<file path="src/rtl/order_tx_serializer.sv">
// Egress framer: header 0xA5, payload MSB-first, XOR checksum; stamps egress time and latency.
// Optional latency statistics are compiled in with `TX_LAT_STATS_EN.
module order_tx_serializer #(
  parameter int unsigned MSG_BYTES = 8,
  parameter int unsigned TS_W      = 32
) (
  input  logic                   clk,
  input  logic                   rst,
  input  logic                   dec_valid,
  output logic                   dec_ready,
  input  logic [8*MSG_BYTES-1:0] dec_payload,
  input  logic [TS_W-1:0]        dec_ingress_ts,
  output logic [7:0]             tx_byte,
  output logic                   tx_valid,
  input  logic                   tx_ready,
  output logic                   tx_last,
  output logic [TS_W-1:0]        ts_now,
  output logic [TS_W-1:0]        egress_ts,
  output logic [TS_W-1:0]        latency,
  output logic                   lat_valid,
  input  logic                   stats_clr,
  output logic [TS_W-1:0]        lat_max,
  output logic [TS_W-1:0]        lat_min,
  output logic [31:0]            frame_cnt
);

  localparam int unsigned PAY_W    = 8 * MSG_BYTES;
  localparam int unsigned IDX_W    = $clog2(MSG_BYTES + 1);
  localparam logic [7:0]  HDR_BYTE = 8'hA5;

  typedef enum logic [1:0] {IDLE, HDR, PAY, CSUM} state_t;

  state_t            state_q, state_d;
  logic [PAY_W-1:0]  payload_q, payload_d;
  logic [TS_W-1:0]   ingress_q, ingress_d;
  logic [IDX_W-1:0]  idx_q, idx_d;
  logic [7:0]        csum_q, csum_d;
  logic [7:0]        tx_byte_q, tx_byte_d;
  logic              tx_valid_q, tx_valid_d;
  logic              tx_last_q, tx_last_d;
  logic [TS_W-1:0]   ts_now_q, ts_now_d;
  logic [TS_W-1:0]   egress_q, egress_d;
  logic [TS_W-1:0]   latency_q, latency_d;
  logic              lat_valid_q, lat_valid_d;
  logic              tx_hs;
  logic              frame_done;

  assign tx_hs      = tx_valid_q && tx_ready;
  assign frame_done = (state_q == CSUM) && tx_hs;

  // Next-byte values are computed one cycle ahead so tx_* come straight from flops.
  always_comb begin
    state_d     = state_q;
    payload_d   = payload_q;
    ingress_d   = ingress_q;
    idx_d       = idx_q;
    csum_d      = csum_q;
    tx_byte_d   = tx_byte_q;
    tx_valid_d  = tx_valid_q;
    tx_last_d   = tx_last_q;
    egress_d    = egress_q;
    latency_d   = latency_q;
    lat_valid_d = 1'b0;
    ts_now_d    = ts_now_q + TS_W'(1);
    case (state_q)
      IDLE: begin
        if (dec_valid) begin
          payload_d  = dec_payload;
          ingress_d  = dec_ingress_ts;
          csum_d     = 8'h00;
          idx_d      = '0;
          tx_byte_d  = HDR_BYTE;
          tx_valid_d = 1'b1;
          tx_last_d  = 1'b0;
          state_d    = HDR;
        end
      end
      HDR: begin
        if (tx_hs) begin
          idx_d       = '0;
          tx_byte_d   = payload_q[PAY_W-1 -: 8];
          payload_d   = payload_q << 8;
          egress_d    = ts_now_q;
          latency_d   = ts_now_q - ingress_q;
          lat_valid_d = 1'b1;
          state_d     = PAY;
        end
      end
      PAY: begin
        if (tx_hs) begin
          csum_d = csum_q ^ tx_byte_q;
          idx_d  = idx_q + IDX_W'(1);
          if (idx_q == IDX_W'(MSG_BYTES - 1)) begin
            tx_byte_d = csum_q ^ tx_byte_q;
            tx_last_d = 1'b1;
            state_d   = CSUM;
          end else begin
            tx_byte_d = payload_q[PAY_W-1 -: 8];
            payload_d = payload_q << 8;
          end
        end
      end
      CSUM: begin
        if (tx_hs) begin
          tx_byte_d  = 8'h00;
          tx_valid_d = 1'b0;
          tx_last_d  = 1'b0;
          state_d    = IDLE;
        end
      end
      default: state_d = IDLE;
    endcase
  end

  always_ff @(posedge clk or posedge rst) begin
    if (rst) begin
      state_q     <= IDLE;
      payload_q   <= '0;
      ingress_q   <= '0;
      idx_q       <= '0;
      csum_q      <= 8'h00;
      tx_byte_q   <= 8'h00;
      tx_valid_q  <= 1'b0;
      tx_last_q   <= 1'b0;
      ts_now_q    <= '0;
      egress_q    <= '0;
      latency_q   <= '0;
      lat_valid_q <= 1'b0;
    end else begin
      state_q     <= state_d;
      payload_q   <= payload_d;
      ingress_q   <= ingress_d;
      idx_q       <= idx_d;
      csum_q      <= csum_d;
      tx_byte_q   <= tx_byte_d;
      tx_valid_q  <= tx_valid_d;
      tx_last_q   <= tx_last_d;
      ts_now_q    <= ts_now_d;
      egress_q    <= egress_d;
      latency_q   <= latency_d;
      lat_valid_q <= lat_valid_d;
    end
  end

  assign dec_ready = (state_q == IDLE);
  assign tx_byte   = tx_byte_q;
  assign tx_valid  = tx_valid_q;
  assign tx_last   = tx_last_q;
  assign ts_now    = ts_now_q;
  assign egress_ts = egress_q;
  assign latency   = latency_q;
  assign lat_valid = lat_valid_q;

`ifdef TX_LAT_STATS_EN
  logic [TS_W-1:0] lat_max_q, lat_max_d;
  logic [TS_W-1:0] lat_min_q, lat_min_d;
  logic [31:0]     frame_cnt_q, frame_cnt_d;

  // Clear takes priority over a same-cycle update.
  always_comb begin
    lat_max_d   = lat_max_q;
    lat_min_d   = lat_min_q;
    frame_cnt_d = frame_cnt_q;
    if (stats_clr) begin
      lat_max_d   = '0;
      lat_min_d   = '1;
      frame_cnt_d = '0;
    end else begin
      if (lat_valid_q) begin
        if (latency_q > lat_max_q) lat_max_d = latency_q;
        if (latency_q < lat_min_q) lat_min_d = latency_q;
      end
      if (frame_done && (frame_cnt_q != 32'hFFFF_FFFF)) frame_cnt_d = frame_cnt_q + 32'd1;
    end
  end

  always_ff @(posedge clk or posedge rst) begin
    if (rst) begin
      lat_max_q   <= '0;
      lat_min_q   <= '1;
      frame_cnt_q <= '0;
    end else begin
      lat_max_q   <= lat_max_d;
      lat_min_q   <= lat_min_d;
      frame_cnt_q <= frame_cnt_d;
    end
  end

  assign lat_max   = lat_max_q;
  assign lat_min   = lat_min_q;
  assign frame_cnt = frame_cnt_q;
`else
  logic unused_stats;
  assign unused_stats = stats_clr ^ frame_done;
  assign lat_max      = '0;
  assign lat_min      = '0;
  assign frame_cnt    = '0;
`endif

endmodule

</file>
<file path="config.mk">
export PLATFORM = sky130hd
export DESIGN_NAME = order_tx_serializer
export DESIGN_NICKNAME = d
export VERILOG_FILES = /design/src/rtl/order_tx_serializer.sv
export SDC_FILE = /design/constraint.sdc
export NUM_CORES = 1
export LEC_CHECK = 0
export CORE_MARGIN = 1.5
export CORE_UTILIZATION = 45
export CTS_BUF_LIST = sky130_fd_sc_hd__clkbuf_4 sky130_fd_sc_hd__clkbuf_8
export DETAILED_ROUTE_END_ITERATION = 6
export MAX_ROUTING_LAYER = met4
export PLACE_DENSITY_LB_ADDON = 0.12
export SYNTH_ARGS = -nofsm -noshare
export SYNTH_HDL_FRONTEND = slang
export SYNTH_SLANG_ARGS = --single-unit
</file>
<file path="constraint.sdc">
create_clock -name clk -period 10.4 [get_ports clk]
set_input_delay 2.08 -clock clk [delete_from_list [all_inputs] [get_ports clk]]
set_output_delay 2.08 -clock clk [all_outputs]
set_load 0.02 [all_outputs]
</file>
-- Yosys cells after proc, flatten, opt, wreduce, memory -nomap -nowiden
Index checks and enable logic that the tools add are counted.
- register bits: 217
- bits of input ports: 101
- output and inout port bits: 204
- $add $sub $neg: 3
- equal/unequal tests: 10
- mux-type cells: 33
- bitwise logic cells: 1
- reduce and logical (&&, ||, !) cells: 15
- operators by type and width (cell ; number):
    64-bit two-way mux ; 4
    64-bit case mux with 3 select lines ; 1
    8-bit two-way mux ; 7
    32-bit by 1-bit adder with 32-bit output (second input constant) ; 1
    8-bit case mux with 4 select lines ; 1
    32-bit subtractor ; 1
    8-bit case mux with 2 select lines ; 1
    5-bit AND reduction ; 3
    4-bit two-way mux ; 3
    2-bit inequality test (second input constant) ; 6
    4-bit case mux with 3 select lines ; 1
    2-bit two-way mux ; 5
    2-bit case mux with 4 select lines ; 1
    4-bit AND reduction ; 2
    8-bit bitwise XOR ; 1
    1-bit two-way mux ; 7
    3-bit AND reduction ; 2
    3-bit nonzero test ; 2
    4-bit by 1-bit adder with 4-bit output (second input constant) ; 1
    2-bit == test (second input constant) ; 2
    4-bit by 3-bit == test with 1-bit output (second input constant) ; 1
    2-bit AND reduction ; 2
    2-bit nonzero test ; 2
    1-bit case mux with 3 select lines ; 1
    other kinds (4) ; 4

-- Longest topological paths before layout
- depth after elaboration: 4
- mapped depth: 12
- mapped depth without buffers: 11

-- Worst setup path before layout
Ideal clock, no wire load.
- path kind: input to register
- from: input dec_valid
- to: register payload_q[10]
- setup time: 135 ps
- data arrival time: 3144 ps
- slack: 7122 ps
- stages: 6
- path buffers: 2
- cells stage by stage: nor2b_1 nand2b_1 nand2b_1 buf_2 clkbuf_1 o21ai_0
- word-level cells in the longest chain between the ends: 2
- RTL lines (item ; RTL line ; text):
    start: declaration ; 9 ; input logic dec_valid,
    2-bit inequality test (no source line) ; -- ;
    5-bit AND reduction (no source line) ; -- ;
    end signal: assignment ; 131 ; payload_q <= payload_d;
    end: declaration ; 34 ; logic [PAY_W-1:0] payload_q, payload_d;
Every way passes these cells.
A chain may end at the register's enable or synchronous reset.

-- Worst setup path in the final report
- from: input tx_ready
- to: register latency_q[24], in the netlist latency[24]
- word-level cells in the longest chain between the ends: 2
- RTL lines (item ; RTL line ; text):
    start: declaration ; 15 ; input logic tx_ready,
    1-bit logical AND ; 48 ; assign tx_hs = tx_valid_q && tx_ready;
    2-bit AND reduction (no source line) ; -- ;
    end signal: assignment ; 140 ; latency_q <= latency_d;
    end: declaration ; 43 ; logic [TS_W-1:0] latency_q, latency_d;
Every way passes these cells.

==> run metrics <==
IO Count between 300 and 400; GRT overflow 0; detailed-route DRC error count 0; first-pass GRT wire length ~43000 µm; met3 usage a little over 5%; vias per cell 4.91; Antenna Cells 0; power per cell area around 270 nW/µm²; M2 GR Usage about a third; clock root buffer clkbuf_8; Hold WC Path Type flip-flop to flip-flop; Rows a little under 60; synthesized cell area 11600 µm²; Mapped Avg Cell Area 9.49 µm²; RSZ-0062 raised after global routing false; post-cts sizing count 0; Total GRT Usage 20.8%; outcome finished, final reports clean; pre-CTS setup slack 5.50 ns; largest net degree at the start of global routing 147; Total Power ~3.8 mW; DRT iter0 DRCs roughly 450; die height between 150 and 200 µm; Lkg Pwr between 6 and 7 nW; core area between 20000 and 30000 µm²; final worst slack roughly 6.1 ns; relative max-transition margin 30.7%; vias in the first global route about 8100; register area roughly 5400 µm²; PortBufs approximately 210; register area share after synthesis ~47%; FMAX between 200 and 250 MHz; initial antenna violation count 0; H-tree levels 2; dpl cells 1704; most used routing layer met2; Yosys cell types 67; cells after synthesis between 1000 and 1500; EDFF count, synth 0; WL per Instance ~15 µm; drt total wl ~27000 µm; Worst path slowest cell nand2_4; setup TNS 0 ns; worst endpoint required time 10.77 ns; GR Util met1 26.2%; CP Max Fanout 100; #FFs+latches synth around 220; CTS tree yes; DP HPWL 19100 µm; fin crit period roughly 4.3 ns; chip width roughly 160 µm; Data arrival, critical path 4.69 ns; hold buffer count at cts 0; Top FF cell, synth dfrtp_1; critical-path cell list clkdlybuf4s50_1 -> and2_1 -> nand2_4 -> inv_2 -> and4_1 -> a21oi_1 -> o311ai_0; actual transition at the worst max-transition pin between 1 and 1.5 ns; Slew Viols, Final 0; Max IR drop VDD 288 µV; Bufs on Longest Clock Path 3; first drt pass iteration count 6; CP startpoint kind primary input; Clock Latency Late Sink approximately 0.54 ns; CP endpoint kind flip-flop; Crit Path Class primary input to flip-flop; fin nets approximately 1600; final hold vios 0; Final Non-Filler Cells around 1800; Initial Util a little under half; fin util between 50 and 60%; Layout fillers 2299; FFs w/ async S/R, synth 100%; Final ANT Viol Nets 0; clk sinks roughly 220; share of layout cells above drive strength 1 slightly below 9%; Max stage delay on crit path about 0.72 ns; Worst-path clk slew ~0.050 ns; Max-Cap Viols 0; die area ~27000 µm²; CTS buffer count slightly above 40; area growth from synthesis to layout 24.7%; Final Cycle Share about 41%; Synth warnings 0; routed vias just under 9000; Placer Congestion around 0.86; final setup skew about 0.027 ns; final setup fails 0; setup bufs post-CTS 0; footprint of the multi-input gates between 5000 and 6000 µm²
## synth_stat cells, types with 3 or more instances
cell type | number | share of area [%]
or3_1 | 3 | 0.16
nand2b_1 | 8 | 0.43
o21ai_0 | 133 | 5.8
clkbuf_1 | 37 | 1.2
nand4_1 | 7 | 0.38
nor2_1 | 35 | 1.1
nor3_1 | 12 | 0.52
xnor2_1 | 35 | 2.7
nor2b_1 | 6 | 0.32
buf_1 | 11 | 0.36
nand3b_1 | 10 | 0.65
o31ai_1 | 3 | 0.19
a31oi_1 | 4 | 0.22
nor3b_1 | 9 | 0.58
dfrtp_1 | 217 | 47
a21o_2 | 3 | 0.23
a21oi_1 | 39 | 1.7
a211oi_1 | 4 | 0.26
mux2i_1 | 59 | 5.1
ha_1 | 37 | 4.0
nand2_1 | 245 | 8.0
and3_1 | 9 | 0.49
and4_1 | 3 | 0.23
inv_1 | 45 | 1.5
buf_4 | 97 | 6.3
a21o_1 | 18 | 1.2
xor2_1 | 20 | 1.5
mux2_2 | 33 | 3.2
nand3_1 | 21 | 0.91
o21ai_1 | 9 | 0.39
## cell usage in the layout (no fill, tap or decap), types with 3 or more instances in the layout
cell type / instances
a21o_2: 3
nand2b_1: 7
o21ai_1: 9
and3_1: 9
or3_1: 3
and4_1: 3
conb_1: 96
nor2b_1: 6
clkbuf_8: 56
nor3b_1: 9
nand3b_1: 10
a21o_1: 18
nand3_1: 21
ha_1: 36
xor2_1: 20
mux2i_1: 59
xnor2_1: 35
a21oi_1: 39
clkdlybuf4s50_1: 207
o21ai_0: 133
mux2_2: 33
dfrtp_1: 217
nand2_1: 244
nor2_1: 35
nand4_1: 7
o31ai_1: 3
clkbuf_4: 14
a211oi_1: 4
inv_1: 44
a31oi_1: 4
nor3_1: 12
## through the flow
step / cell area (µm²) / hold slack, ns
final: 14400 / 0.466
after global routing: 14400 / 0.496
after CTS: 14400 / 0.471
after detailed placement: 13500 / 0.460
after global placement: 13500 / 0.451
after floorplan: 11900 / 0.438
## worst max-delay path, delay by kind of cell
family	cells	cell delay, ns
AOI/OAI and AO/OA	2	0.24
buffers and inverters	2	1.02
and+or+nand+nor	3	1.31
## cell type report
| class | count | area share (%) |
|---|---|---|
| Multi-Input combinational cell | 902 | 37.5 |
| Inverter | 46 | 1.25 |
| Clock inverter | 2 | 0.0868 |
| Sequential cell | 217 | 37.7 |
| Tap cell | 330 | 2.87 |
| Clock buffer | 70 | 6.08 |
| Timing Repair Buffer | 209 | 14.5 |
## logic make-up (layout without fill, tap and decap cells)
| kind of cell | Yosys count | count (layout) | synth area share, % |
|---|---|---|---|
| flops | 217 | 217 | 47.0 |
| compound gates | 240 | 240 | 12.1 |
| mux | 92 | 92 | 8.33 |
| other cells | 1 | 96 | 0.0324 |
| xor+xnor | 55 | 55 | 4.17 |
| buf+inv | 194 | 327 | 9.54 |
| fa+ha+maj | 38 | 38 | 4.18 |
| simple gates | 381 | 381 | 14.7 |
## worst paths after layout
kind                               from       endpoint  slack (ns)  cells past startpoint
max                            tx_ready    latency[24]        6.08                      7
min                        payload_q[0]   payload_q[0]        0.47                      2
max reg2reg                   ts_now[0]    latency[28]        7.20                     11
min reg2reg                payload_q[0]   payload_q[0]        0.47                      2
max in group asynchronous           rst  payload_q[25]        6.64                      3
min in group asynchronous           rst  payload_q[21]        2.19                      2
## flip-flops by register name, indices dropped and copies added, names as in the netlist
name and count:
ts_now 32, egress_ts 32, state_q 2, tx_valid 1
tx_byte 8, csum_q 8, ingress_q 32, payload_q 64
idx_q 4, latency 32, tx_last 1, lat_valid 1
## metal layers
| layer | wire, µm | vias up |
|---|---|---|
| li1 | - | 4334 |
| met1 | 11700 | 4098 |
| met2 | 12900 | 247 |
| met3 | 1810 | 37 |
| met4 | 488 | 0 |
| met5 | 0 | - |
## report_power, final
part | switching (mW) | internal [mW]
sequential | 0.161 | 1.13
clock | 0.349 | 0.525
combinational | 0.959 | 0.704
(Power assumes the default switching activity.)
